**config.mk**
```make
export PLATFORM = sky130hd
export DESIGN_NAME = pc_sequencer_flat
export DESIGN_NICKNAME = d
export VERILOG_FILES = /design/src/rtl/pc_sequencer_if.sv /design/src/rtl/pc_sequencer.sv /design/src/flat_wrapper.sv
export SDC_FILE = /design/constraint.sdc
export NUM_CORES = 1
export LEC_CHECK = 0
export CAP_MARGIN = 40
export CORE_MARGIN = 2
export CORE_UTILIZATION = 55
export DETAILED_ROUTE_END_ITERATION = 16
export DONT_BUFFER_PORTS = 1
export GPL_TIMING_DRIVEN = 1
export PLACE_DENSITY_LB_ADDON = 0.1
export SLEW_MARGIN = 20
export SYNTH_ARGS = -nofsm -noshare
export SYNTH_HDL_FRONTEND = slang
export SYNTH_SLANG_ARGS = --single-unit
export TNS_END_PERCENT = 5
```
**constraint.sdc**
```tcl
create_clock -name clk -period 1.8 [get_ports clk]
set_input_delay 0 -clock clk [delete_from_list [all_inputs] [get_ports clk]]
set_output_delay 0 -clock clk [all_outputs]
set_load 0.03 [all_outputs]
```
**src/rtl/pc_sequencer_if.sv**
```systemverilog
// -----------------------------------------------------------------------------
// pc_sequencer_if
// Return-address stack link between the fetch PC sequencer (master) and the
// stack storage (slave).
//
// Signals
//   writeStack    master -> slave  push strobe, one cycle per accepted call
//   readStack     master -> slave  pop strobe, one cycle per accepted return
//   stack_pc      master -> slave  push data (return address, pc+1)
//   stackOut      slave  -> master top-of-stack data, registered on the stack side
//   stackOverflow slave  -> master stack error (overflow or underflow)
// -----------------------------------------------------------------------------
interface pc_sequencer_if #(
    parameter int PC_WIDTH = 13
);
    logic                writeStack;
    logic                readStack;
    logic [PC_WIDTH-1:0] stack_pc;
    logic [PC_WIDTH-1:0] stackOut;
    logic                stackOverflow;

    modport master (
        output writeStack,
        output readStack,
        output stack_pc,
        input  stackOut,
        input  stackOverflow
    );

    modport slave (
        input  writeStack,
        input  readStack,
        input  stack_pc,
        output stackOut,
        output stackOverflow
    );
endinterface

```
**src/rtl/pc_sequencer.sv**
```systemverilog
// -----------------------------------------------------------------------------
// pc_sequencer
// Fetch program-counter sequencer for the MUSA fetch stage. Generates the fetch
// PC, pushes return addresses on calls, pops and reloads on returns, and turns
// stack errors into a sticky fault that redirects fetch to FAULT_VECTOR.
//
// Build option
//   PC_STACK_GUARD_EN  when defined, a local depth counter catches a call on a
//                      full stack or a return on an empty stack and faults
//                      without issuing the strobe.
//
// Ports
//   clk            in   clock, rising edge
//   reset          in   asynchronous active-low reset
//   stall          in   hold pc and suppress requests in RUN
//   branch_en      in   load branch_target
//   branch_target  in   branch destination
//   call_en        in   push pc+1 and load call_target
//   call_target    in   call destination
//   ret_en         in   pop and reload pc from the stack
//   fault_clear    in   leave FAULT, restart at RESET_VECTOR
//   stk            if   return-address stack link (master side)
//   pc             out  current fetch address
//   pc_valid       out  pc is a valid fetch address this cycle
//   fault          out  high while in FAULT
//
// All outputs are registered.
//
// state     | meaning
// ----------+--------------------------------------------
// ST_RUN    | normal sequencing
// ST_RET_WAIT | pop issued, reload pc from stackOut next edge
// ST_FAULT  | sticky error hold at FAULT_VECTOR
// -----------------------------------------------------------------------------
module pc_sequencer #(
    parameter int                  PC_WIDTH     = 13,
    parameter logic [PC_WIDTH-1:0] RESET_VECTOR = 13'h0000,
    parameter logic [PC_WIDTH-1:0] FAULT_VECTOR = 13'h1FFF,
    parameter int                  STACK_DEPTH  = 8
) (
    input  logic                clk,
    input  logic                reset,
    input  logic                stall,
    input  logic                branch_en,
    input  logic [PC_WIDTH-1:0] branch_target,
    input  logic                call_en,
    input  logic [PC_WIDTH-1:0] call_target,
    input  logic                ret_en,
    input  logic                fault_clear,
    pc_sequencer_if.master      stk,
    output logic [PC_WIDTH-1:0] pc,
    output logic                pc_valid,
    output logic                fault
);

    typedef enum logic [1:0] {
        ST_RUN      = 2'd0,
        ST_RET_WAIT = 2'd1,
        ST_FAULT    = 2'd2
    } state_t;

    state_t              state_q, state_d;
    logic [PC_WIDTH-1:0] pc_q, pc_d;
    logic [PC_WIDTH-1:0] stack_pc_q, stack_pc_d;
    logic                pc_valid_q, pc_valid_d;
    logic                wr_q, wr_d;
    logic                rd_q, rd_d;
    logic                fault_q, fault_d;
    logic [PC_WIDTH-1:0] pc_inc;
    logic                guard_full;
    logic                guard_empty;

    // Wraps modulo 2^PC_WIDTH by construction.
    assign pc_inc = pc_q + PC_WIDTH'(1);

`ifdef PC_STACK_GUARD_EN
    localparam int DW = $clog2(STACK_DEPTH + 1);

    logic [DW-1:0] depth_q, depth_d;

    assign guard_full  = (depth_q == DW'(STACK_DEPTH));
    assign guard_empty = (depth_q == '0);
`else
    assign guard_full  = 1'b0;
    assign guard_empty = 1'b0;
`endif

    always_comb begin
        state_d    = state_q;
        pc_d       = pc_q;
        stack_pc_d = stack_pc_q;
        wr_d       = 1'b0;
        rd_d       = 1'b0;
`ifdef PC_STACK_GUARD_EN
        depth_d    = depth_q;
`endif

        case (state_q)
            ST_RUN: begin
                // Stack error outranks stall and every request.
                if (stk.stackOverflow) begin
                    state_d = ST_FAULT;
                    pc_d    = FAULT_VECTOR;
                end else if (stall) begin
                    pc_d = pc_q;
                end else if (ret_en) begin
                    if (guard_empty) begin
                        state_d = ST_FAULT;
                        pc_d    = FAULT_VECTOR;
                    end else begin
                        rd_d    = 1'b1;
                        state_d = ST_RET_WAIT;
`ifdef PC_STACK_GUARD_EN
                        depth_d = depth_q - 1'b1;
`endif
                    end
                end else if (call_en) begin
                    if (guard_full) begin
                        state_d = ST_FAULT;
                        pc_d    = FAULT_VECTOR;
                    end else begin
                        wr_d       = 1'b1;
                        stack_pc_d = pc_inc;
                        pc_d       = call_target;
`ifdef PC_STACK_GUARD_EN
                        depth_d    = depth_q + 1'b1;
`endif
                    end
                end else if (branch_en) begin
                    pc_d = branch_target;
                end else begin
                    pc_d = pc_inc;
                end
            end

            // One-cycle bubble; stall is deliberately not looked at here.
            ST_RET_WAIT: begin
                if (stk.stackOverflow) begin
                    state_d = ST_FAULT;
                    pc_d    = FAULT_VECTOR;
                end else begin
                    state_d = ST_RUN;
                    pc_d    = stk.stackOut;
                end
            end

            ST_FAULT: begin
                if (fault_clear) begin
                    state_d = ST_RUN;
                    pc_d    = RESET_VECTOR;
`ifdef PC_STACK_GUARD_EN
                    // Restart is a fresh program context, same as reset.
                    depth_d = '0;
`endif
                end
            end

            default: begin
                state_d = ST_RUN;
                pc_d    = RESET_VECTOR;
            end
        endcase

        pc_valid_d = (state_d == ST_RUN);
        fault_d    = (state_d == ST_FAULT);
    end

    always_ff @(posedge clk or negedge reset) begin
        if (!reset) begin
            state_q    <= ST_RUN;
            pc_q       <= RESET_VECTOR;
            stack_pc_q <= '0;
            pc_valid_q <= 1'b0;
            wr_q       <= 1'b0;
            rd_q       <= 1'b0;
            fault_q    <= 1'b0;
        end else begin
            state_q    <= state_d;
            pc_q       <= pc_d;
            stack_pc_q <= stack_pc_d;
            pc_valid_q <= pc_valid_d;
            wr_q       <= wr_d;
            rd_q       <= rd_d;
            fault_q    <= fault_d;
        end
    end

`ifdef PC_STACK_GUARD_EN
    always_ff @(posedge clk or negedge reset) begin
        if (!reset) begin
            depth_q <= '0;
        end else begin
            depth_q <= depth_d;
        end
    end
`endif

    assign pc             = pc_q;
    assign pc_valid       = pc_valid_q;
    assign fault          = fault_q;
    assign stk.writeStack = wr_q;
    assign stk.readStack  = rd_q;
    assign stk.stack_pc   = stack_pc_q;

endmodule

```
**src/flat_wrapper.sv**
```systemverilog
// flat-port wrapper written by rule: the top's interface ports become plain ports
module pc_sequencer_flat 
#(
    parameter int                  PC_WIDTH     = 13,
    parameter logic [PC_WIDTH-1:0] RESET_VECTOR = 13'h0000,
    parameter logic [PC_WIDTH-1:0] FAULT_VECTOR = 13'h1FFF,
    parameter int                  STACK_DEPTH  = 8
)
  (clk, reset, stall, branch_en, branch_target, call_en, call_target, ret_en, fault_clear, pc, pc_valid, fault, stk_writeStack, stk_readStack, stk_stack_pc, stk_stackOut, stk_stackOverflow);
  pc_sequencer_if #(.PC_WIDTH(PC_WIDTH)) stk_i ();
  input  logic clk;
  input  logic reset;
  input  logic stall;
  input  logic branch_en;
  input  logic [PC_WIDTH-1:0] branch_target;
  input  logic call_en;
  input  logic [PC_WIDTH-1:0] call_target;
  input  logic ret_en;
  input  logic fault_clear;
  output logic [PC_WIDTH-1:0] pc;
  output logic pc_valid;
  output logic fault;
  output wire logic [$bits(stk_i.writeStack)-1:0] stk_writeStack;
  output wire logic [$bits(stk_i.readStack)-1:0] stk_readStack;
  output wire logic [$bits(stk_i.stack_pc)-1:0] stk_stack_pc;
  input wire logic [$bits(stk_i.stackOut)-1:0] stk_stackOut;
  input wire logic [$bits(stk_i.stackOverflow)-1:0] stk_stackOverflow;
  assign stk_writeStack = stk_i.writeStack;
  assign stk_readStack = stk_i.readStack;
  assign stk_stack_pc = stk_i.stack_pc;
  assign stk_i.stackOut = stk_stackOut;
  assign stk_i.stackOverflow = stk_stackOverflow;
  pc_sequencer #(.PC_WIDTH(PC_WIDTH), .RESET_VECTOR(RESET_VECTOR), .FAULT_VECTOR(FAULT_VECTOR), .STACK_DEPTH(STACK_DEPTH)) u_core (.clk(clk), .reset(reset), .stall(stall), .branch_en(branch_en), .branch_target(branch_target), .call_en(call_en), .call_target(call_target), .ret_en(ret_en), .fault_clear(fault_clear), .stk(stk_i), .pc(pc), .pc_valid(pc_valid), .fault(fault));
endmodule
```
==> reports/metrics.yaml, run 1 <==
timing:
  max_slew_margin_pct: 56.7
  hold_viol: 0
  grt_setup_unrepaired: "false"
  maxSlewViolCount: 0
  fin_setup_tns_ns: 0
  period_minus_slack_ns: 1.75
  fin_ws_ns: 0.0547
  setup_viol: 0
  max_slew.worst_pin.slew_ns: 0.650
  min_period_over_period_pct: 97.0
  max_freq_mhz: 573
  fin_skew_ns: 0.0115
finish:
  layout.nets: 309
  n_fill_cell: 281
  area_delta_synth_final_pct: 26.7
  instances_no_fill: 308
  layout-drive-gt1-share_pct: 15.3
  n_antenna_cell: 0
drt:
  routed_wl_um: 6000
  ant_nets: 0
  drt_first_pass_iters: 4
  wl_per_cell_um: 19.5
  drt-vias-per-instance: 6.42
  drc_errors: 0
  via_count: 1978
  dr.first_iter.drc_count: 125
grt:
  grt_pass1_vias: 2041
  grt_pass1_wl_um: 9910
  overflow: 0
  grtUsageTotal_pct: 31.7
  antenna_found_initial: 0
  grt_max_degree: 33
pwr:
  peakVddDrop_mv: 0.566
  power_density_mw_per_mm2: 1110
  power.leakage_nw: 1.05
floorplanning:
  core_area_mm2: 0.00336
  die_width_um: 63.2
  ios: 77
  die-area_mm2: 0.00400
  die_h_um: 63.2
  num_rows: 21
  start_util_pct: 57.4
synthesis:
  synth.cell_area_mm2: 0.00193
  synth_area_leaders: "dfrtp_1 (42%), nand2_1 (5.6%), o21ai_0 (5.4%), nor2_1 (4.1%), a21oi_1 (2.9%)"
  synth.most_common_cell: "dfrtp_1"
  synth_ff_type: "dfrtp_1"
  synth-seq-cells: 32
  synthDistinctLibCells: 55
  yosys_warnings: 0
  synth-async-reset-ratio_pct: 100
  syn-num-nets: 267
  synth_top_area_share_pct: 41.5
  synth_edf_count: 0
  avgSynthCellArea_um2: 8.81
  synthTopCellsByCount: "dfrtp_1 (32), nand2_1 (29), nor2_1 (21), o21ai_0 (21), a21oi_1 (11)"
  ys_seq_area_share_pct: 41.5
  synth_top_cell_by_area: "dfrtp_1"
  postSynthCellCount: 219
setup_path:
  crit_buf_inv: 2
  cp.required_ns: 2.02
  rrSetupSlack_ns: 0.08
  cpPeakStageDelay_ns: 0.72
  crit_arrival_ns: 1.96
  rr_startpoint: "u_core.state_q[0]$_DFF_PN0_"
  path_delay_family: "buffers and inverters"
  cp_max_fo: 10
  crit_path_start: "call_en"
  crit_slowest_cell: "dlygate4sd3_1"
  end_kind: "flop"
  worstSetupStartpointType: "primary input"
  worstSetupPathType: "primary input to flop"
  cp_cell_sequence: "dlygate4sd3_1, a221oi_1, nand2_1, dlygate4sd3_1, a221oi_1, nor2_1"
clocking:
  cts_tree: "done"
  cts_made_buffers: 5
  clk_latency_ns: 0.34
  root_buffer: "clkbuf_4"
  h-tree-depth: 2
  post_cts_buffers: 0
  clk_pin_slew_ns: 0.10
  numClockSinks: 32
  clockBufferDepth: 2
job:
  drv_cap: 0
placement:
  io_buffers: 0
  gp_congestion: 0.918
  dp_slack_ns: 0.0838
  numPlacedInstances: 269
  dp_hpwl_um: 4020
hold_path:
  min_from: "call_target[3]"
  hold_path.class: "primary input to flop"
status:
  status: "finished, final reports clean"
## timing repair
action | 4_1_cts | 5_1_grt
resized for setup | 0 | 5
endpoints found under the hold margin | 51 | 0
hold buffers | 31 | 0
endpoints found under the setup margin | 0 | 4
## stage by stage
step                      instance area, um2  hold WS, ns  power [mW]  util [%]
final                                   2440       0.0183        2.71      72.7
after global routing                    2440       0.0216        2.86      72.7
after CTS                               2430      0.00631        2.70      72.3
after detailed placement                2050       -0.295        2.19      61.0
after global placement                  2050       -0.295        2.16      61.0
after floorplan                         1930       -0.296        1.94         -
## final cells by class
cell class              instances  area (um2)  area share [%]
clock buffers                   8        58.8            2.41
inverters                       6        22.5           0.921
multi-input cells             167        1040            42.7
flip-flops and latches         32         805            32.9
well taps                      46        57.6            2.35
repair buffers                 49         458            18.7
## kinds of logic (layout without fill, tap and decap cells)
| kind of cell | Yosys count | count (layout) | share of synthesized area, % |
|---|---|---|---|
| buf+inv | 20 | 63 | 4.86 |
| mux | 5 | 5 | 2.79 |
| compound gates | 76 | 76 | 26.9 |
| simple gates | 77 | 77 | 19.7 |
| flops | 32 | 32 | 41.5 |
| xor+xnor | 8 | 8 | 3.63 |
| fa+ha+maj | 1 | 1 | 0.648 |
## worst register-to-register path, delay by kind of cell, from the launching register on
kind	cells	cell delay, ns
buf+inv	1	0.56
flops	1	0.46
simple gates	4	0.38
compound gates	1	0.21
## routing by layer
| layer | routed length [um] | track usage (%) | vias up |
|---|---|---|---|
| li1 | - | - | 890 |
| met3 | 565 | 9.46 | 11 |
| met2 | 2910 | 52.7 | 121 |
| met1 | 2430 | 40.0 | 956 |
| met5 | 0 | 0 | - |
| met4 | 93 | 9.51 | 0 |
## registers in the layout, indices dropped and copies added, names as in the netlist
signal and count:
u_core.pc_valid 1, u_core.stk.readStack 1, u_core.fault 1, u_core.state_q 2, u_core.stk.stack_pc 13, u_core.pc 13, u_core.stk.writeStack 1
## power breakdown
part	leakage (nW)	switching (mW)	internal [mW]
registers	0.394	0.482	0.919
clock network	0.0326	0.237	0.193
logic	0.624	0.494	0.383
## final timing paths
| kind | depth (start not counted) | endpoint |
|---|---|---|
| max | 6 | u_core.pc[9]$_DFFE_PN0P_ |
| min | 2 | u_core.pc[3]$_DFFE_PN0P_ |
| max reg2reg | 6 | u_core.pc[9]$_DFFE_PN0P_ |
| min reg2reg | 1 | u_core.pc[1]$_DFFE_PN0P_ |
| max in group asynchronous | 2 | u_core.state_q[1]$_DFF_PN0_ |
| min in group asynchronous | 2 | u_core.pc[6]$_DFFE_PN0P_ |
## cells in the final DEF, fill, tap and decap left out, types with 5 or more instances in the layout
master         instances
inv_1                  5
buf_4                 18
dfrtp_1               29
a21oi_1               11
clkbuf_4               5
nor3_1                 5
xnor2_1                5
a211oi_1               6
dlygate4sd3_1         29
nor2_1                21
o211ai_1               5
nand2_1               29
o21ai_0               21
No activity file was read; power rests on OpenSTA's default activity.
==> inputs of run 2 (changes only) <==
--- a/config.mk
+++ b/config.mk
@@ -5,6 +5,7 @@
 export SDC_FILE = /design/constraint.sdc
 export NUM_CORES = 1
 export LEC_CHECK = 0
+export ABC_AREA = 1
 export CAP_MARGIN = 40
 export CORE_MARGIN = 2
 export CORE_UTILIZATION = 55
==> run 2 against run 1 <==
Hold slack worse by 0.0073 ns; combinational power increased by 17%; synthesized cell count is 23% higher; sequential cell count is the same; critical path type is now flop to flop; die area up 3.2%; clock skew hardly changed; first-iteration DRC count fell by 33%; sequential power about the same; final cell count up 17%; power is 6.4% higher.
==> reports/metrics.yaml, run 2 <==
synthesis:
  synth.cell_area_mm2: 0.00200  # +3.4%
  synth.most_common_cell: "nand2_1"
  synth-seq-cells: 32  # unchanged
  synth_area_leaders: "dfrtp_1 (40%), nand2_1 (12%), nor2_1 (8.8%), o21ai_0 (6.0%), a21oi_1 (4.3%)"
  synth_top_area_share_pct: 40.1  # -1.4 points
  yosys_warnings: 0  # unchanged
  postSynthCellCount: 269  # +23%
  synth_top_cell_by_area: "dfrtp_1"
  ys_seq_area_share_pct: 40.1  # -1.4 points
  synthTopCellsByCount: "nand2_1 (66), nor2_1 (47), dfrtp_1 (32), o21ai_0 (24), a21oi_1 (17)"
  synth_ff_type: "dfrtp_1"
  syn-num-nets: 317  # +19%
  synth_edf_count: 0  # unchanged
  avgSynthCellArea_um2: 7.42  # -16%
  synthDistinctLibCells: 29  # -47%
  synth-async-reset-ratio_pct: 100  # unchanged
setup_path:
  worstSetupPathType: "flop to flop"
  cp_max_fo: 2  # -8
  rr_startpoint: "u_core.pc[0]$_DFFE_PN0P_"
  crit_arrival_ns: 1.90  # -0.06 ns
  cp.required_ns: 2.01  # about the same
  end_kind: "flop"
  reg2regPathDepth: 6  # unchanged
  rrSetupSlack_ns: 0.11  # +0.03 ns
  timing.rr.end: "u_core.pc[1]$_DFFE_PN0P_"
  worstSetupStartpointType: "flop"
pwr:
  pwr-share-comb_pct: 35.7  # +3.3 points
  p_clk_share_pct: 15.0  # -0.8 points
  total_power_mw: 2.88  # +6.4%
  power_density_mw_per_mm2: 1150  # +3.5%
  power_frac_seq_pct: 49.3  # -2.4 points
  power.leakage_nw: 1.14  # +8.5%
  p_sw_share_pct: 46.8  # +2.0 points
  p_sw_mw: 1.35  # +11%
  p_int_mw: 1.53  # +2.5%
  peakVddDrop_mv: 0.506  # -11%
hold_path:
  min_from: "call_en"
  hold_end: "u_core.pc[7]$_DFFE_PN0P_"
  min_path_cells: 7  # +5
  hold_path.class: "primary input to flop"
timing:
  period_minus_slack_ns: 1.69  # -0.0576 ns
  min_period_over_period_pct: 93.8  # -3.2 points
  grt_setup_unrepaired: "true"
  hold_viol: 0  # unchanged
  setup_viol: 0  # unchanged
  maxSlewViolCount: 0  # unchanged
  fin_skew_ns: 0.0118  # +0.000281 ns
  max_freq_mhz: 593  # +3.4%
  max_slew.worst_pin.slew_ns: 0.726  # +0.0760 ns
  whs_ns: 0.0110  # -0.00727 ns
  max_slew_margin_pct: 51.6  # -5.1 points
status:
  status: "finished, final reports clean"
drt:
  wl_per_cell_um: 16.0  # -18%
  ant_nets: 0  # unchanged
  dr.first_iter.drc_count: 84  # -33%
  drt-vias-per-instance: 5.55  # -14%
  drt_first_pass_iters: 5  # +1
  routed_wl_um: 5770  # -3.8%
  drc_errors: 0  # unchanged
  via_count: 1998  # +1.0%
placement:
  gp_congestion: 0.859  # -6.4%
  io_buffers: 0  # unchanged
  dp_hpwl_um: 3730  # -7.1%
grt:
  grt_pass1_wl_um: 9630  # -2.8%
  overflow: 0  # unchanged
  grt_pass1_vias: 1989  # -2.5%
  grtUsageTotal_pct: 30.3  # -1.4 points
  antenna_found_initial: 0  # unchanged
  grt_max_degree: 33  # unchanged
floorplanning:
  core_area_mm2: 0.00342  # +1.6%
  die_width_um: 64.2  # +1.6%
  ios: 77  # unchanged
  die-area_mm2: 0.00413  # +3.2%
  start_util_pct: 58.4  # +1.1 points
  num_rows: 21  # unchanged
  die_h_um: 64.2  # +1.6%
clocking:
  root_buffer: "clkbuf_4"
  clockBufferDepth: 2  # unchanged
  cts_tree: "done"
  clk_latency_ns: 0.33  # about the same
  h-tree-depth: 2  # unchanged
  clk_pin_slew_ns: 0.10  # about the same
  cts_made_buffers: 5  # unchanged
  post_cts_buffers: 0  # unchanged
  numClockSinks: 32  # unchanged
finish:
  final_cell_mix: "nand2_1 (66), nor2_1 (47), dfrtp_1 (32), dlygate4sd3_1 (30), o21ai_0 (22)"
  n_antenna_cell: 0  # unchanged
  area_delta_synth_final_pct: 25.8
  layout.nets: 361  # +17%
  layout-drive-gt1-share_pct: 12.1  # -3.2 points
  mostFrequentLayoutCell: "nand2_1"
  final_util_pct: 73.5  # +0.82 points
job:
  drv_cap: 0  # unchanged
## run 2: cell type report
type / instances / area, um2
clock buffers: 8 / 58.8
fillers: 280 / 905
inverters: 14 / 52.6
multi-input cells: 212 / 1080
flip-flops and latches: 32 / 801
well taps: 46 / 57.6
repair buffers: 48 / 465
## run 2: what timing repair did
item | CTS | global route
endpoints found under the setup margin | 0 | 12
hold endpoints to repair | 50 | 0
hold buffers | 32 | 0
resized for setup | 0 | 4
## run 2: per-layer routing
metal | track usage (%) | part of all wire, %
met1 | 38.0 | 42
met5 | 0 | 0
met4 | 7.98 | 1.3
met2 | 50.5 | 48
met3 | 9.33 | 9.0
## run 2: worst max-delay path by stage
stage | start | endpoint | slack (ns) | cells after the start
CTS | stk_stackOverflow | u_core.pc_valid$_DFF_PN0_ | 0.08 | 6
floorplan | u_core.pc[1]$_DFFE_PN0P_ | u_core.pc[12]$_DFFE_PN0P_ | 0.17 | 12
global route | u_core.pc[0]$_DFFE_PN0P_ | u_core.pc[1]$_DFFE_PN0P_ | -0.02 | 6
finish | u_core.pc[0]$_DFFE_PN0P_ | u_core.pc[1]$_DFFE_PN0P_ | 0.11 | 6
detailed placement | u_core.pc[0]$_DFFE_PN0P_ | u_core.pc[9]$_DFFE_PN0P_ | 0.25 | 12
global placement | u_core.pc[0]$_DFFE_PN0P_ | u_core.pc[9]$_DFFE_PN0P_ | 0.27 | 12
## run 2: power by group through the flow
stage                     sequential [mW]  combinational [mW]  clock [mW]
after floorplan                      1.56               0.514           0
after global placement               1.43               0.902           0
after detailed placement             1.43               0.918           0
after CTS                            1.42                1.01       0.435
after global routing                 1.45                1.13       0.469
final                                1.42                1.03       0.431
## run 2: critical path, stage by stage, from the launching register on
cell	delay, ns
dfrtp_1	0.39
ha_1	0.32
o21ai_1	0.13
o21ai_1	0.06
dlygate4sd3_1	0.56
nand2_1	0.06
a31oi_1	0.06
## run 2: kinds of logic after synthesis
group                    Yosys count  share of synthesized area (%)
buffers and inverters             25                           6.21
AND/OR/NAND/NOR                  145                           32.1
AO/OA/AOI/OAI                     55                           15.1
adder cells (fa/ha/maj)            1                          0.627
multiplexers                       5                           2.82
XOR/XNOR                           6                           3.01
flip-flops                        32                           40.1
## run 2: per-stage QoR
step           setup WS, ns  cell area [um2]  std cells  TNS, ns
6_report              0.112             2510        360        0
5_1_grt             -0.0237             2510        360  -0.0237
4_1_cts              0.0811             2500        360        0
3_5_place_dp          0.245             2110        320        0
3_3_place_gp          0.267             2110        320        0
2_1_floorplan         0.168             2000        269        0
